[src/rtl/vga_pkg.sv]
// vga_pkg: shared VGA 640x480@60 timing constants, coordinate width and motion FSM states
// Ports: none (package).
package vga_pkg;
  localparam int DEF_H_ACTIVE = 640;
  localparam int DEF_V_ACTIVE = 480;
  localparam int H_FP = 16;
  localparam int H_SYNC = 96;
  localparam int H_BP = 48;
  localparam int V_FP = 10;
  localparam int V_SYNC = 2;
  localparam int V_BP = 33;
  localparam int COORD_W = 10;
  typedef logic [1:0] state_t;
  localparam state_t S_WAIT = 2'd0;
  localparam state_t S_MOVE_X = 2'd1;
  localparam state_t S_MOVE_Y = 2'd2;
endpackage

[src/rtl/vga_box_renderer_if.sv]
// vga_box_renderer_if: raster input from the timing generator and pixel/sync output of the renderer
// Ports: x, y, valid, hs_in, vs_in (timing side -> renderer); hs_out, vs_out, green, frame_done (renderer -> sink).
interface vga_box_renderer_if;
  import vga_pkg::*;
  logic [COORD_W-1:0] x;
  logic [COORD_W-1:0] y;
  logic valid;
  logic hs_in;
  logic vs_in;
  logic hs_out;
  logic vs_out;
  logic green;
  logic frame_done;
  modport master(output x, y, valid, hs_in, vs_in, input hs_out, vs_out, green, frame_done);
  modport slave(input x, y, valid, hs_in, vs_in, output hs_out, vs_out, green, frame_done);
endinterface

[src/rtl/vga_box_axis.sv]
// vga_box_axis: single-axis bounce register, moves pos by SPEED toward the current edge on each step
// Ports: clk, rst (sync, active high), step (advance one move), pos (11-bit leading edge).
module vga_box_axis #(
  parameter int ACTIVE = 640,
  parameter int SIZE = 32,
  parameter int SPEED = 2,
  parameter int INIT = 0
) (
  input  logic        clk,
  input  logic        rst,
  input  logic        step,
  output logic [10:0] pos
);
  logic dir;
  logic [10:0] n;
  logic hi_hit, lo_hit;
  always_comb begin
    n = pos + 11'(SPEED);
    hi_hit = n + 11'(SIZE) > 11'(ACTIVE);
    lo_hit = pos < 11'(SPEED);
  end
  // dir 0 = toward the high edge (right/down); SPEED=0 can never hit, so it never flips
  always_ff @(posedge clk)
    if (rst) begin
      pos <= 11'(INIT);
      dir <= 1'b0;
    end else if (step) begin
      pos <= !dir ? (hi_hit ? 11'(ACTIVE - SIZE) : n) : (lo_hit ? 11'd0 : pos - 11'(SPEED));
      dir <= !dir ? hi_hit : !lo_hit;
    end
endmodule

[src/rtl/vga_box_renderer.sv]
// vga_box_renderer: draws a bouncing solid box (optional checker background) with a 2-cycle pixel pipeline
// Ports: CLK, RST (sync, active high), bus (vga_box_renderer_if.slave: raster in, green/hs_out/vs_out/frame_done out).
// Macro VGA_CHECKER_EN: when defined the background is x[CHK_BIT]^y[CHK_BIT], otherwise black.
module vga_box_renderer import vga_pkg::*; #(
  parameter int H_ACTIVE = DEF_H_ACTIVE,
  parameter int V_ACTIVE = DEF_V_ACTIVE,
  parameter int BOX_W = 32,
  parameter int BOX_H = 32,
  parameter int SPEED = 2,
  parameter int BX0 = 0,
  parameter int BY0 = 0,
  parameter int CHK_BIT = 4
) (
  input logic CLK,
  input logic RST,
  vga_box_renderer_if.slave bus
);
  state_t state;
  logic [10:0] bx, by, xx, yy;
  logic in_box, in_box_d, valid_d, bg, green_q, trig;
  logic [1:0] hs_p, vs_p;
  vga_box_axis #(.ACTIVE(H_ACTIVE), .SIZE(BOX_W), .SPEED(SPEED), .INIT(BX0)) u_ax (
    .clk(CLK), .rst(RST), .step(state == S_MOVE_X), .pos(bx)
  );
  vga_box_axis #(.ACTIVE(V_ACTIVE), .SIZE(BOX_H), .SPEED(SPEED), .INIT(BY0)) u_ay (
    .clk(CLK), .rst(RST), .step(state == S_MOVE_Y), .pos(by)
  );
  always_comb begin
    xx = {1'b0, bus.x};
    yy = {1'b0, bus.y};
    in_box = xx >= bx && xx < bx + 11'(BOX_W) && yy >= by && yy < by + 11'(BOX_H);
    // first blanking line start: fires once per frame, well inside vertical blanking
    trig = bus.x == '0 && bus.y == COORD_W'(V_ACTIVE);
  end
`ifdef VGA_CHECKER_EN
  logic chk_d;
  always_ff @(posedge CLK)
    if (RST) chk_d <= 1'b0;
    else chk_d <= bus.x[CHK_BIT] ^ bus.y[CHK_BIT];
  assign bg = chk_d;
`else
  assign bg = 1'b0;
`endif
  always_ff @(posedge CLK)
    if (RST) begin
      in_box_d <= 1'b0;
      valid_d <= 1'b0;
      green_q <= 1'b0;
      hs_p <= 2'b11;
      vs_p <= 2'b11;
      state <= S_WAIT;
    end else begin
      in_box_d <= in_box;
      valid_d <= bus.valid;
      green_q <= valid_d & (in_box_d | bg);
      hs_p <= {hs_p[0], bus.hs_in};
      vs_p <= {vs_p[0], bus.vs_in};
      state <= state == S_WAIT ? (trig ? S_MOVE_X : S_WAIT) : state == S_MOVE_X ? S_MOVE_Y : S_WAIT;
    end
  assign bus.green = green_q;
  assign bus.hs_out = hs_p[1];
  assign bus.vs_out = vs_p[1];
  assign bus.frame_done = state == S_MOVE_Y;
endmodule

[src/flat_wrapper.sv]
// flat-port wrapper written by rule: the top's interface ports become plain ports
module vga_box_renderer_flat import vga_pkg::*;
#(
  parameter int H_ACTIVE = DEF_H_ACTIVE,
  parameter int V_ACTIVE = DEF_V_ACTIVE,
  parameter int BOX_W = 32,
  parameter int BOX_H = 32,
  parameter int SPEED = 2,
  parameter int BX0 = 0,
  parameter int BY0 = 0,
  parameter int CHK_BIT = 4
)
  (CLK, RST, bus_x, bus_y, bus_valid, bus_hs_in, bus_vs_in, bus_hs_out, bus_vs_out, bus_green, bus_frame_done);
  vga_box_renderer_if bus_i ();
  input logic CLK;
  input logic RST;
  input wire logic [$bits(bus_i.x)-1:0] bus_x;
  input wire logic [$bits(bus_i.y)-1:0] bus_y;
  input wire logic [$bits(bus_i.valid)-1:0] bus_valid;
  input wire logic [$bits(bus_i.hs_in)-1:0] bus_hs_in;
  input wire logic [$bits(bus_i.vs_in)-1:0] bus_vs_in;
  output wire logic [$bits(bus_i.hs_out)-1:0] bus_hs_out;
  output wire logic [$bits(bus_i.vs_out)-1:0] bus_vs_out;
  output wire logic [$bits(bus_i.green)-1:0] bus_green;
  output wire logic [$bits(bus_i.frame_done)-1:0] bus_frame_done;
  assign bus_i.x = bus_x;
  assign bus_i.y = bus_y;
  assign bus_i.valid = bus_valid;
  assign bus_i.hs_in = bus_hs_in;
  assign bus_i.vs_in = bus_vs_in;
  assign bus_hs_out = bus_i.hs_out;
  assign bus_vs_out = bus_i.vs_out;
  assign bus_green = bus_i.green;
  assign bus_frame_done = bus_i.frame_done;
  vga_box_renderer #(.H_ACTIVE(H_ACTIVE), .V_ACTIVE(V_ACTIVE), .BOX_W(BOX_W), .BOX_H(BOX_H), .SPEED(SPEED), .BX0(BX0), .BY0(BY0), .CHK_BIT(CHK_BIT)) u_core (.CLK(CLK), .RST(RST), .bus(bus_i));
endmodule
[config.mk]
export PLATFORM = sky130hd
export DESIGN_NAME = vga_box_renderer_flat
export DESIGN_NICKNAME = d
export VERILOG_FILES = /design/src/rtl/vga_pkg.sv /design/src/rtl/vga_box_renderer_if.sv /design/src/rtl/vga_box_axis.sv /design/src/rtl/vga_box_renderer.sv /design/src/flat_wrapper.sv
export SDC_FILE = /design/constraint.sdc
export NUM_CORES = 1
export LEC_CHECK = 0
export CAP_MARGIN = 25
export CORE_ASPECT_RATIO = 2
export CORE_MARGIN = 2
export CORE_UTILIZATION = 55
export DETAILED_ROUTE_END_ITERATION = 10
export GPL_TIMING_DRIVEN = 0
export PLACE_DENSITY_LB_ADDON = 0.12
export SETUP_SLACK_MARGIN = 0.05
export SLEW_MARGIN = 20
export SYNTH_ARGS = -nofsm -noshare
export SYNTH_HDL_FRONTEND = slang
export SYNTH_HIERARCHICAL = 1
export SYNTH_SLANG_ARGS = --single-unit
[constraint.sdc]
create_clock -name CLK -period 3.54 [get_ports CLK]
set_clock_uncertainty 0.1 [all_clocks]
set_input_delay 0.531 -clock CLK [delete_from_list [all_inputs] [get_ports CLK]]
set_output_delay 0.531 -clock CLK [all_outputs]
set_load 0.01 [all_outputs]
==> results of run 1 <==
## critical path, cell delays in order (launching register included)
cell and delay (ns):
dfxtp_1 0.49, buf_6 0.19, and4_2 0.24, nand2_1 0.07
xnor2_1 0.21, ha_1 0.27, nor3b_1 0.26, nand3_1 0.13
o21ai_2 0.16, nor2_1 0.07, o31a_2 0.36, o21a_4 0.24
o311a_1 0.36
## worst paths after layout
| check | start | to | slack [ns] |
|---|---|---|---|
| max | u_core/u_ax/pos[3] | u_core/u_ax/pos[5] | 0.26 |
| min | u_core/vs_p[0] | u_core/vs_p[1] | 0.31 |
| max reg2reg | u_core/u_ax/pos[3] | u_core/u_ax/pos[5] | 0.26 |
| min reg2reg | u_core/vs_p[0] | u_core/vs_p[1] | 0.31 |
## cells in the final DEF, fill, tap and decap left out, types with 4 or more instances in the layout
| master | Yosys | layout |
|---|---|---|
| o21a_1 | 5 | 5 |
| clkdlybuf4s50_1 | 0 | 28 |
| nand2_1 | 41 | 41 |
| o32ai_1 | 5 | 5 |
| clkbuf_1 | 7 | 7 |
| nor4_1 | 9 | 9 |
| nor2b_1 | 8 | 8 |
| nand3b_1 | 4 | 4 |
| or2_2 | 6 | 6 |
| mux2i_1 | 4 | 4 |
| o21ai_0 | 17 | 17 |
| o31ai_1 | 4 | 4 |
| dfxtp_1 | 31 | 30 |
| nor2_1 | 33 | 33 |
| a22oi_1 | 5 | 5 |
| buf_2 | 6 | 6 |
| a21o_1 | 4 | 4 |
| nand4_1 | 4 | 4 |
| a211o_1 | 4 | 4 |
| a21oi_1 | 27 | 27 |
| clkbuf_8 | 7 | 8 |
| nand2b_1 | 8 | 8 |
| ha_1 | 39 | 38 |
| buf_6 | 4 | 4 |
| o211ai_1 | 5 | 5 |
| clkbuf_16 | 0 | 5 |
| a211oi_1 | 5 | 5 |
| inv_1 | 34 | 34 |
| nand4b_1 | 5 | 5 |
| xor2_1 | 4 | 4 |
| nand3_1 | 18 | 18 |
| a32o_1 | 4 | 4 |
| o22ai_1 | 4 | 4 |
| xnor2_1 | 12 | 12 |
| nor3b_1 | 4 | 4 |
| nor3_1 | 17 | 17 |
## stage by stage
step                      setup WS (ns)  instances  instance area [sq um]  hold WS (ns)  util (%)
after floorplan                   0.563        480                   3800         0.289         -
after global placement           0.0957        596                   4200         0.294      62.9
after detailed placement         0.0846        596                   4200         0.299      62.9
after CTS                        0.0658        604                   4370         0.312      65.5
after global routing             0.0753        604                   4370         0.324      65.5
final                             0.257        604                   4370         0.307      65.5
## area by class of cell
| type | count | share of cell area, % |
|---|---|---|
| multi-input combinational | 388 | 64.9 |
| sequential | 31 | 14.2 |
| timing repair buffer | 28 | 6.41 |
| buffer | 27 | 5.04 |
| clock buffer | 6 | 3.18 |
| inverter | 34 | 2.92 |
| tap | 88 | 2.52 |
| clock inverter | 2 | 0.801 |
## state kept, by name, indices dropped and copies added (netlist names), 2 cells and up
signal / count
u_core/u_ax/pos: 10
u_core/u_ay/pos: 10
u_core/hs_p: 2
u_core/state: 2
u_core/vs_p: 2
## Yosys cell counts (5+ instances only)
cell	number	area (sq um)
ha_1	39	488
buf_2	6	30.0
nor3_1	17	85.1
nand3_1	18	90.1
o21a_1	5	37.5
dfxtp_1	31	621
or2_2	6	37.5
a21oi_1	27	135
nand2b_1	8	50.1
o211ai_1	5	37.5
a22oi_1	5	37.5
a211oi_1	5	37.5
nor4_1	9	56.3
o32ai_1	5	43.8
xnor2_1	12	105
nand4b_1	5	43.8
o21ai_0	17	85.1
clkbuf_8	7	96.3
nor2_1	33	124
inv_1	34	128
nor2b_1	8	50.1
clkbuf_1	7	26.3
nand2_1	41	154
## metal layers
metal,GRT usage [%],vias up,routed length (um)
met5,0,-,0
li1,-,1854,-
met2,61.1,107,6420
met3,2.12,45,249
met1,26.2,1803,3820
met4,21.7,0,667
## what timing repair did
item	4_1_cts	5_1_grt
hold buffers	0	0
gates resized for setup	0	2
setup endpoints to repair	0	9
## power groups by stage
stage | Sequential, W | Combinational, W | Clock [W]
finish | 0.000397 | 0.000382 | 0.000512
global route | 0.000400 | 0.000421 | 0.000532
CTS | 0.000397 | 0.000376 | 0.000520
detailed placement | 0.000404 | 0.000372 | 0
global placement | 0.000404 | 0.000364 | 0
floorplan | 0.000394 | 0.000271 | 0
## logic make-up after synthesis
group / after synthesis / share of synthesized area [%]
AND/OR/NAND/NOR: 191 / 29.2
AO/OA/AOI/OAI: 131 / 25.3
buffers and inverters: 61 / 9.14
adder cells (fa/ha/maj): 39 / 12.8
flip-flops: 31 / 16.3
XOR/XNOR: 19 / 5.29
multiplexers: 6 / 1.74
other: 2 / 0.197
==> summary.txt, run 1 <==
Worst setup path
  • CP Capture Type: flip-flop
  • CP max FO: 10
  • Worst EP arrival: 3.34 ns
  • Worst r2r path cells: 12
  • CP required: 3.60 ns
  • Critical path class: flip-flop to flip-flop
  • Startpoint types: flip-flop

Job
  • Max-cap violations: 0

Placement
  • Port Buffers: 28
  • Detailed placement HPWL: 8930 um
  • Routability congestion estimate: 0.961

Die
  • Die W: 62.8 um
  • Starting Density: 57.0%
  • Boundary Pins: 29
  • Chip Height: 122 um
  • Die area: 7640 sq um
  • Core Region: 6670 sq um
  • Row cnt: 42

Power and ir drop
  • Power Internal: 0.000889 W
  • Clock share of power: 39.7%
  • VDD IR max: 0.308 mV
  • Comb power frac: 29.6%
  • Leak: 1.64 nW
  • Power density over the cells: 295 nW/um^2
  • Switching part of the total: 31.2%
  • Power share of the sequential group: 30.8%
  • Total power: 0.00129 W
  • Sw Pwr: 0.000403 W

Drt
  • Number of vias per cell: 6.31
  • Via count: 3,809
  • DR DRC count: 0
  • Routed Antenna Nets: 0
  • Starting DRT DRC Count: 225
  • Routed wire length: 11,200 um
  • First-pass DRT Iterations: 4
  • DR WL/cell: 18.5 um

Global route
  • Global Route Usage Sum: 29.8%
  • Initial antenna violation count: 0
  • First-pass GRT wire length: 18,000 um
  • Vias in the first global route: 3,872
  • Largest net degree at the start of global routing: 16
  • Gr ovfl total: 0

STA
  • Tightest Pin Transition: 0.770 ns
  • Period Utilization, post-route: 92.7%
  • Final setup viols: 0
  • RSZ-0062 raised after global routing: no
  • Final Hold Fails: 0
  • Final Max Tran Viols: 0
  • Slew HR: 48.2%
  • Minimum clock period after layout: 3.28 ns
  • F_max: 305 MHz
  • Setup total negative slack: 0 ns

CTS
  • CTS tree: built
  • H-tree Lvls: 2
  • Worst-skew pair later-pin latency: 0.28 ns
  • Post-CTS Setup Bufs: 0
  • Clock Path Buffers: 2
  • Clock Sinks: 31
  • Clk root buf: clkbuf_16
  • CTS Buf Count: 5
  • Clock transition at the registers of the reported paths: 0.05 ns

Finish
  • Area of the multi-input gates: 2840 sq um
  • Fill count: 618
  • N_diodes: 0
  • Layout area overhead: 14.9%
  • FF+latch area: 622 sq um
  • Share of cells above drive strength 1: 12.8%
  • Nets: 579

Synth
  • Netlist Area Pre-Place: 3800 sq um
  • Most used flip-flop cell after synthesis: dfxtp_1
  • Syn Area/Cell: 7.93 sq um
  • Synthesis Warnings: 6
  • Yosys reg bits: 31
  • Synth async-reset ratio: 0%
  • Syn_nets: 544
  • Seq/Total Area, Yosys: 16.3%
  • Post-synth EDFFs: 0
  • Post-synthesis instance total: 480
  • Synth unique cells: 96

Outcome
  • Outcome: finished, final reports clean

Worst hold path
  • WHS Path Cells: 1
  • Min-Delay Path Class: flip-flop to flip-flop
No activity file was read; power rests on OpenSTA's default activity.
==> run 2, diff against run 1 <==
clock period = 3.1 ns   (was 3.54 ns; I/O delays follow)
==> run 2 against run 1 <==
  * Sequential share of layout area decreased by 0.28 points
  * Clock power increased by 14%
  * Register-to-register slack got worse by 0.12 ns
  * Hold slack about the same
  * Critical path depth unchanged
  * Combinational power increased by 20%
  * Clock-buffer cell count unchanged
  * Wire length increased by 2.0%
  * Cell count increased by 2.2%
  * Critical path type unchanged
  * Critical endpoint unchanged
  * Largest cell class unchanged
==> summary.txt, run 2 (same netlist as run 1, synthesis figures left out) <==
Outcome
  • Outcome: finished, final reports clean

Finish
  • Largest registers: u_core/u_ax/pos: 10 flops, u_core/u_ay/pos: 10 flops
  • Post-route insts no fill: 617 (+2.2%)
  • FF+latch area: 634 sq um (+2.0%)
  • Fill count: 596 (-3.6%)
  • Most common cell after layout, fill and taps aside: nand2_1
  • Layout area overhead: 19.6%
  • N_diodes: 0 (unchanged)
  • Most frequent cells in the layout: nand2_1, ha_1, inv_1
  • Nets: 592 (+2.2%)
  • Final core occ: 68.2% (+2.6 points)
  • Share of cells above drive strength 1: 17.4% (+4.6 points)
  • Area of the multi-input gates: 2900 sq um (+2.0%)

Worst setup path
  • Worst r2r path cells: 12 (unchanged)
  • Crit path launch: u_core/u_ax/pos[1]
  • CP required: 3.16 ns (-0.44 ns)
  • R2R setup slack: 0.14 ns (-0.12 ns)
  • Critical path class: flip-flop to flip-flop
  • Worst EP arrival: 3.01 ns (-0.33 ns)
  • RR Startpoint: u_core/u_ax/pos[1]
  • R2R Path End: u_core/u_ax/pos[5]
  • CP Capture Type: flip-flop
  • Startpoint types: flip-flop
  • CP max FO: 7 (-3)

Die
  • Boundary Pins: 29 (unchanged)
  • Core Region: 6670 sq um (unchanged)
  • Die W: 62.8 um (unchanged)
  • Chip Height: 122 um (unchanged)
  • Die area: 7640 sq um (unchanged)
  • Starting Density: 57.0% (unchanged)
  • Row cnt: 42 (unchanged)

Power and ir drop
  • Sw Pwr: 0.000467 W (+16%)
  • Power Internal: 0.00103 W (+16%)
  • VDD IR max: 0.351 mV (+14%)
  • Switching part of the total: 31.3% (+0.078 points)
  • Comb power frac: 30.7% (+1.1 points)
  • Power share of the sequential group: 30.2% (-0.6 points)
  • Power density over the cells: 328 nW/um^2 (+11%)
  • Leak: 1.77 nW (+8.0%)
  • Clock share of power: 39.1% (-0.6 points)

STA
  • Final Max Tran Viols: 0 (unchanged)
  • Tightest Pin Transition: 0.739 ns (-0.0313 ns)
  • Final setup viols: 0 (unchanged)
  • Period Utilization, post-route: 95.4% (+2.7 points)
  • RSZ-0062 raised after global routing: no
  • Slew HR: 50.3% (+2.1 points)
  • Setup total negative slack: 0 ns (unchanged)
  • Final Hold Fails: 0 (unchanged)
  • Minimum clock period after layout: 2.96 ns (-0.325 ns)
  • F_max: 338 MHz (+11%)

Worst hold path
  • Worst Min Path Start: u_core/vs_p[0]
  • WHS Endpoint: u_core/vs_p[1]
  • Min-Delay Path Class: flip-flop to flip-flop
  • WHS Path Cells: 1 (unchanged)

Global route
  • Vias in the first global route: 3,909 (+0.96%)
  • Gr ovfl total: 0 (unchanged)
  • Global Route Usage Sum: 30.0% (+0.22 points)
  • First-pass GRT wire length: 18,100 um (+0.88%)
  • Grt met3 use: 2.03% (-0.092 points)
  • Top Usage Layer GRT: met2
  • Met2 usage: 62.2% (+1.1 points)
  • Largest net degree at the start of global routing: 16 (unchanged)
  • Met1 global-route usage: 26.4% (+0.24 points)
  • Initial antenna violation count: 0 (unchanged)

Drt
  • First-pass DRT Iterations: 6 (+2)
  • Via count: 3,870 (+1.6%)
  • DR DRC count: 0 (unchanged)
  • Routed wire length: 11,400 um (+2.0%)
  • Number of vias per cell: 6.27 (-0.54%)
  • Routed Antenna Nets: 0 (unchanged)
  • Starting DRT DRC Count: 224 (-0.44%)
  • DR WL/cell: 18.4 um (-0.20%)

Job
  • Max-cap violations: 0 (unchanged)

CTS
  • Clock Path Buffers: 2 (unchanged)
  • CTS Buf Count: 5 (unchanged)
  • Clock Sinks: 31 (unchanged)
  • H-tree Lvls: 2 (unchanged)
  • CTS tree: built
  • CTS Hold Buffers Added: 0 (unchanged)
  • Worst-skew pair later-pin latency: 0.28 ns (about the same)
  • Clock transition at the registers of the reported paths: 0.05 ns (about the same)
  • Clk root buf: clkbuf_16

Placement
  • Routability congestion estimate: 0.961 (unchanged)
  • Detailed placement HPWL: 8930 um (unchanged)
  • Port Buffers: 28 (unchanged)
  • Placed cells: 596 (unchanged)
[run 2: cell types whose count changed in the layout (fill, tap and decap cells not counted), moves of 2 or more]
| cell | change |
|---|---|
| buf_4 | +12 |
| dfxtp_1 | -4 |
| dfxtp_4 | +3 |
| xnor2_1 | -3 |
| xnor2_2 | +3 |
| clkbuf_1 | -2 |
[run 2: metal layers]
layer | share of wire, % | routed length [um]
met3 | 2.0 | 229
met4 | 5.3 | 604
met1 | 35 | 3960
met2 | 58 | 6590
met5 | 0 | 0
[run 2: worst max path at each step]
| stage | cells after the start | slack, ns | end |
|---|---|---|---|
| 2_1_floorplan | 11 | 0.12 | u_core/u_ax/pos[5] |
| 3_3_place_gp | 11 | -0.34 | u_core/u_ax/pos[6] |
| 6_report | 12 | 0.14 | u_core/u_ax/pos[5] |
| 4_1_cts | 11 | 0.05 | u_core/u_ax/pos[6] |
| 5_1_grt | 12 | 0.03 | u_core/u_ax/pos[1] |
| 3_5_place_dp | 11 | -0.36 | u_core/u_ax/pos[6] |
[run 2: final cells by class]
class / instances / area share (%)
sequential: 31 / 13.9
multi-input combinational: 388 / 63.6
clock inverter: 2 / 0.770
buffer: 27 / 4.98
inverter: 34 / 2.81
tap: 88 / 2.42
clock buffer: 6 / 3.05
timing repair buffer: 41 / 8.39
[run 2: power by group through the flow]
stage | sequential [W] | combinational (W) | clock [W]
floorplan | 0.000450 | 0.000309 | 0
global placement | 0.000461 | 0.000415 | 0
detailed placement | 0.000462 | 0.000425 | 0
CTS | 0.000455 | 0.000430 | 0.000594
global route | 0.000454 | 0.000503 | 0.000608
finish | 0.000451 | 0.000459 | 0.000585
[run 2: critical path, cell delays in order (launching register included)]
cell	delay, ns
dfxtp_4	0.37
buf_8	0.11
and4_4	0.24
nand2_4	0.06
xnor2_2	0.17
ha_1	0.27
nor3b_2	0.24
nand3_1	0.12
o21ai_2	0.19
nor2_1	0.06
o31a_2	0.34
o21a_4	0.26
o311a_1	0.32
[run 2: metrics by stage]
step	cell area, sq um	power (W)	hold slack, ns	setup slack [ns]
2_1_floorplan	3800	0.000759	0.289	0.123
3_3_place_gp	4200	0.000876	0.294	-0.344
3_5_place_dp	4200	0.000887	0.299	-0.355
4_1_cts	4400	0.00148	0.312	0.0476
5_1_grt	4550	0.00156	0.324	0.0335
6_report	4550	0.00149	0.307	0.142
[run 2: what timing repair did]
action,CTS,global route
pin swaps,0,12
setup buffers,0,13
endpoints found under the setup margin,12,16
gates resized for setup,8,17
==> run 3, diff against run 2 <==
--- a/config.mk
+++ b/config.mk
@@ -11,8 +11,9 @@
 export CORE_UTILIZATION = 55
 export DETAILED_ROUTE_END_ITERATION = 10
+export GPL_ROUTABILITY_DRIVEN = 0
 export GPL_TIMING_DRIVEN = 0
 export PLACE_DENSITY_LB_ADDON = 0.12
 export SETUP_SLACK_MARGIN = 0.05
-export SLEW_MARGIN = 20
+export SLEW_MARGIN = 5
 export SYNTH_ARGS = -nofsm -noshare
 export SYNTH_HDL_FRONTEND = slang
==> constraint.sdc (replaced) <==
create_clock -name CLK -period 3.1 [get_ports CLK]
set_clock_uncertainty 0.1 [all_clocks]
set_input_delay 0.31 -clock CLK [delete_from_list [all_inputs] [get_ports CLK]]
set_output_delay 0.31 -clock CLK [all_outputs]
set_load 0.01 [all_outputs]
==> run 3 against run 2 <==
  * Cell area is essentially flat
  * Via count fell by 0.34%
  * Global-route usage is 0.11 points lower
  * Largest power group unchanged
  * Combinational power is 2% higher
==> summary.txt, run 3 (same netlist as run 1, synthesis figures left out) <==
STA
  • Slew HR: 49.5% (-0.77 points)
  • Final Max Tran Viols: 0 (unchanged)
  • RSZ-0062 raised after global routing: yes
  • Final Hold Fails: 0 (unchanged)
  • Final setup viols: 0 (unchanged)
  • Tightest Pin Transition: 0.751 ns (+0.0114 ns)
  • F_max: 338 MHz (about the same)
  • Setup total negative slack: 0 ns (unchanged)
  • Period Utilization, post-route: 95.3% (about the same)
  • Worst Hold Slack: 0.313 ns (+0.00540 ns)
  • Minimum clock period after layout: 2.96 ns (-0.00215 ns)

Drt
  • Routed Antenna Nets: 0 (unchanged)
  • Number of vias per cell: 6.22 (-0.82%)
  • DR DRC count: 0 (unchanged)
  • Via count: 3,857 (-0.34%)
  • DR WL/cell: 18.2 um (-1.4%)
  • Routed wire length: 11,300 um (-0.94%)
  • Starting DRT DRC Count: 248 (+11%)
  • First-pass DRT Iterations: 5 (-1)

Worst setup path
  • Critical path class: flip-flop to flip-flop
  • CP Cell Sequence: buf_6 -> and4_4 -> nand2_4 -> xnor2_2 -> ha_1 -> nor3b_2 -> nand3_1 -> o21ai_2 -> nor2_1 -> o31a_2 -> o21a_4 -> o311a_1
  • Critical-path top delay cell: o311a_1
  • Startpoint types: flip-flop
  • Worst EP arrival: 3.01 ns (about the same)
  • CP Capture Type: flip-flop
  • Max incr delay on CP: 0.38 ns (about the same)
  • CP required: 3.16 ns (about the same)
  • CP max FO: 8 (+1)

Finish
  • Largest registers: u_core/u_ax/pos: 10 flops, u_core/u_ay/pos: 10 flops
  • Nets: 596 (+0.68%)
  • Share of cells above drive strength 1: 17.9% (+0.47 points)
  • Most frequent cells in the layout: nand2_1, ha_1, inv_1
  • N_diodes: 0 (unchanged)
  • Layout area overhead: 19.5% (about the same)
  • Post-route insts no fill: 620 (+0.49%)
  • Most common cell after layout, fill and taps aside: nand2_1

Worst hold path
  • Min-Delay Path Class: flip-flop to flip-flop

Die
  • Starting Density: 57.0% (unchanged)
  • Die area: 7640 sq um (unchanged)
  • Row cnt: 42 (unchanged)
  • Chip Height: 122 um (unchanged)
  • Boundary Pins: 29 (unchanged)
  • Core Region: 6670 sq um (unchanged)
  • Die W: 62.8 um (unchanged)

Power and ir drop
  • Power share of the sequential group: 32.0% (+1.8 points)
  • Sw Pwr: 0.000462 W (-1.1%)
  • Leak: 1.78 nW (+0.34%)
  • Switching part of the total: 32.7% (+1.5 points)
  • Clock share of power: 34.9% (-4.2 points)
  • Power Internal: 0.000950 W (-7.5%)
  • VDD IR max: 0.245 mV (-30%)
  • Power density over the cells: 311 nW/um^2 (-5.5%)
  • Total power: 0.00141 W (-5.5%)
  • Comb power frac: 33.0% (+2.3 points)

CTS
  • Clk root buf: clkbuf_16
  • Worst-skew pair later-pin latency: 0.28 ns (about the same)
  • Clock transition at the registers of the reported paths: 0.05 ns (about the same)
  • H-tree Lvls: 2 (unchanged)
  • Clock Sinks: 31 (unchanged)
  • CTS Buf Count: 5 (unchanged)
  • CTS tree: built
  • Clock Path Buffers: 2 (unchanged)

Job
  • Max-cap violations: 0 (unchanged)

Global route
  • Vias in the first global route: 3,786 (-3.1%)
  • Largest net degree at the start of global routing: 16 (unchanged)
  • First-pass GRT wire length: 17,900 um (-1.1%)
  • Global Route Usage Sum: 29.9% (-0.11 points)
  • Gr ovfl total: 0 (unchanged)
  • Initial antenna violation count: 0 (unchanged)

Placement
  • Placed cells: 596 (unchanged)
  • Port Buffers: 28 (unchanged)
  • Detailed placement HPWL: 8840 um (-1.0%)

Outcome
  • Outcome: finished, final reports clean
## run 3: power groups by stage
stage          combinational [W]  clock [W]  sequential, W
6_report                0.000467   0.000493       0.000452
5_1_grt                 0.000509   0.000517       0.000456
2_1_floorplan           0.000309          0       0.000450
3_5_place_dp            0.000423          0       0.000462
3_3_place_gp            0.000415          0       0.000461
4_1_cts                 0.000427   0.000502       0.000455
## run 3: worst max-delay path, delay by kind of cell (launching register included)
kind	cells	cell delay, ns
AO/OA/AOI/OAI	4	1.14
adder cells (fa/ha/maj)	1	0.27
AND/OR/NAND/NOR	5	0.67
buffers and inverters	1	0.11
flip-flops	1	0.37
XOR/XNOR	1	0.18
## run 3: metrics by stage
stage	utilization (%)	setup slack [ns]	instance area [sq um]
2_1_floorplan	-	0.123	3800
3_3_place_gp	62.9	-0.292	4200
3_5_place_dp	62.9	-0.299	4200
4_1_cts	65.5	0.0478	4370
5_1_grt	68.1	0.0140	4550
6_report	68.1	0.144	4550
## run 3: timing repair
item	4_1_cts	5_1_grt
pin swaps	0	11
setup buffers	0	17
resized for setup	8	16
setup endpoints to repair	12	17
hold buffers	0	0
## run 3: final timing paths
kind                            slack [ns]                 end          startpoint  cells past startpoint
worst max-delay path                  0.14  u_core/u_ax/pos[6]  u_core/u_ax/pos[1]                     12
worst min register to register        0.31      u_core/hs_p[1]      u_core/hs_p[0]                      1
worst min-delay path                  0.31      u_core/hs_p[1]      u_core/hs_p[0]                      1
worst max register to register        0.14  u_core/u_ax/pos[6]  u_core/u_ax/pos[1]                     12
## run 3: layout make-up
class,count,area (sq um)
clock inverters,1,5.00
inverters,34,128
flip-flops and latches,31,634
repair buffers,45,408
multi-input cells,388,2900
plain buffers,27,225
well taps,88,110
fillers,615,2130
clock buffers,6,139
## run 3: metal layers
layer | part of all wire (%) | vias up | global-route usage [%]
li1 | - | 1880 | -
met4 | 5.8 | 0 | 21.1
met5 | 0 | - | 0
met1 | 35 | 1820 | 26.9
met3 | 2.2 | 44 | 2.68
met2 | 57 | 113 | 60.6
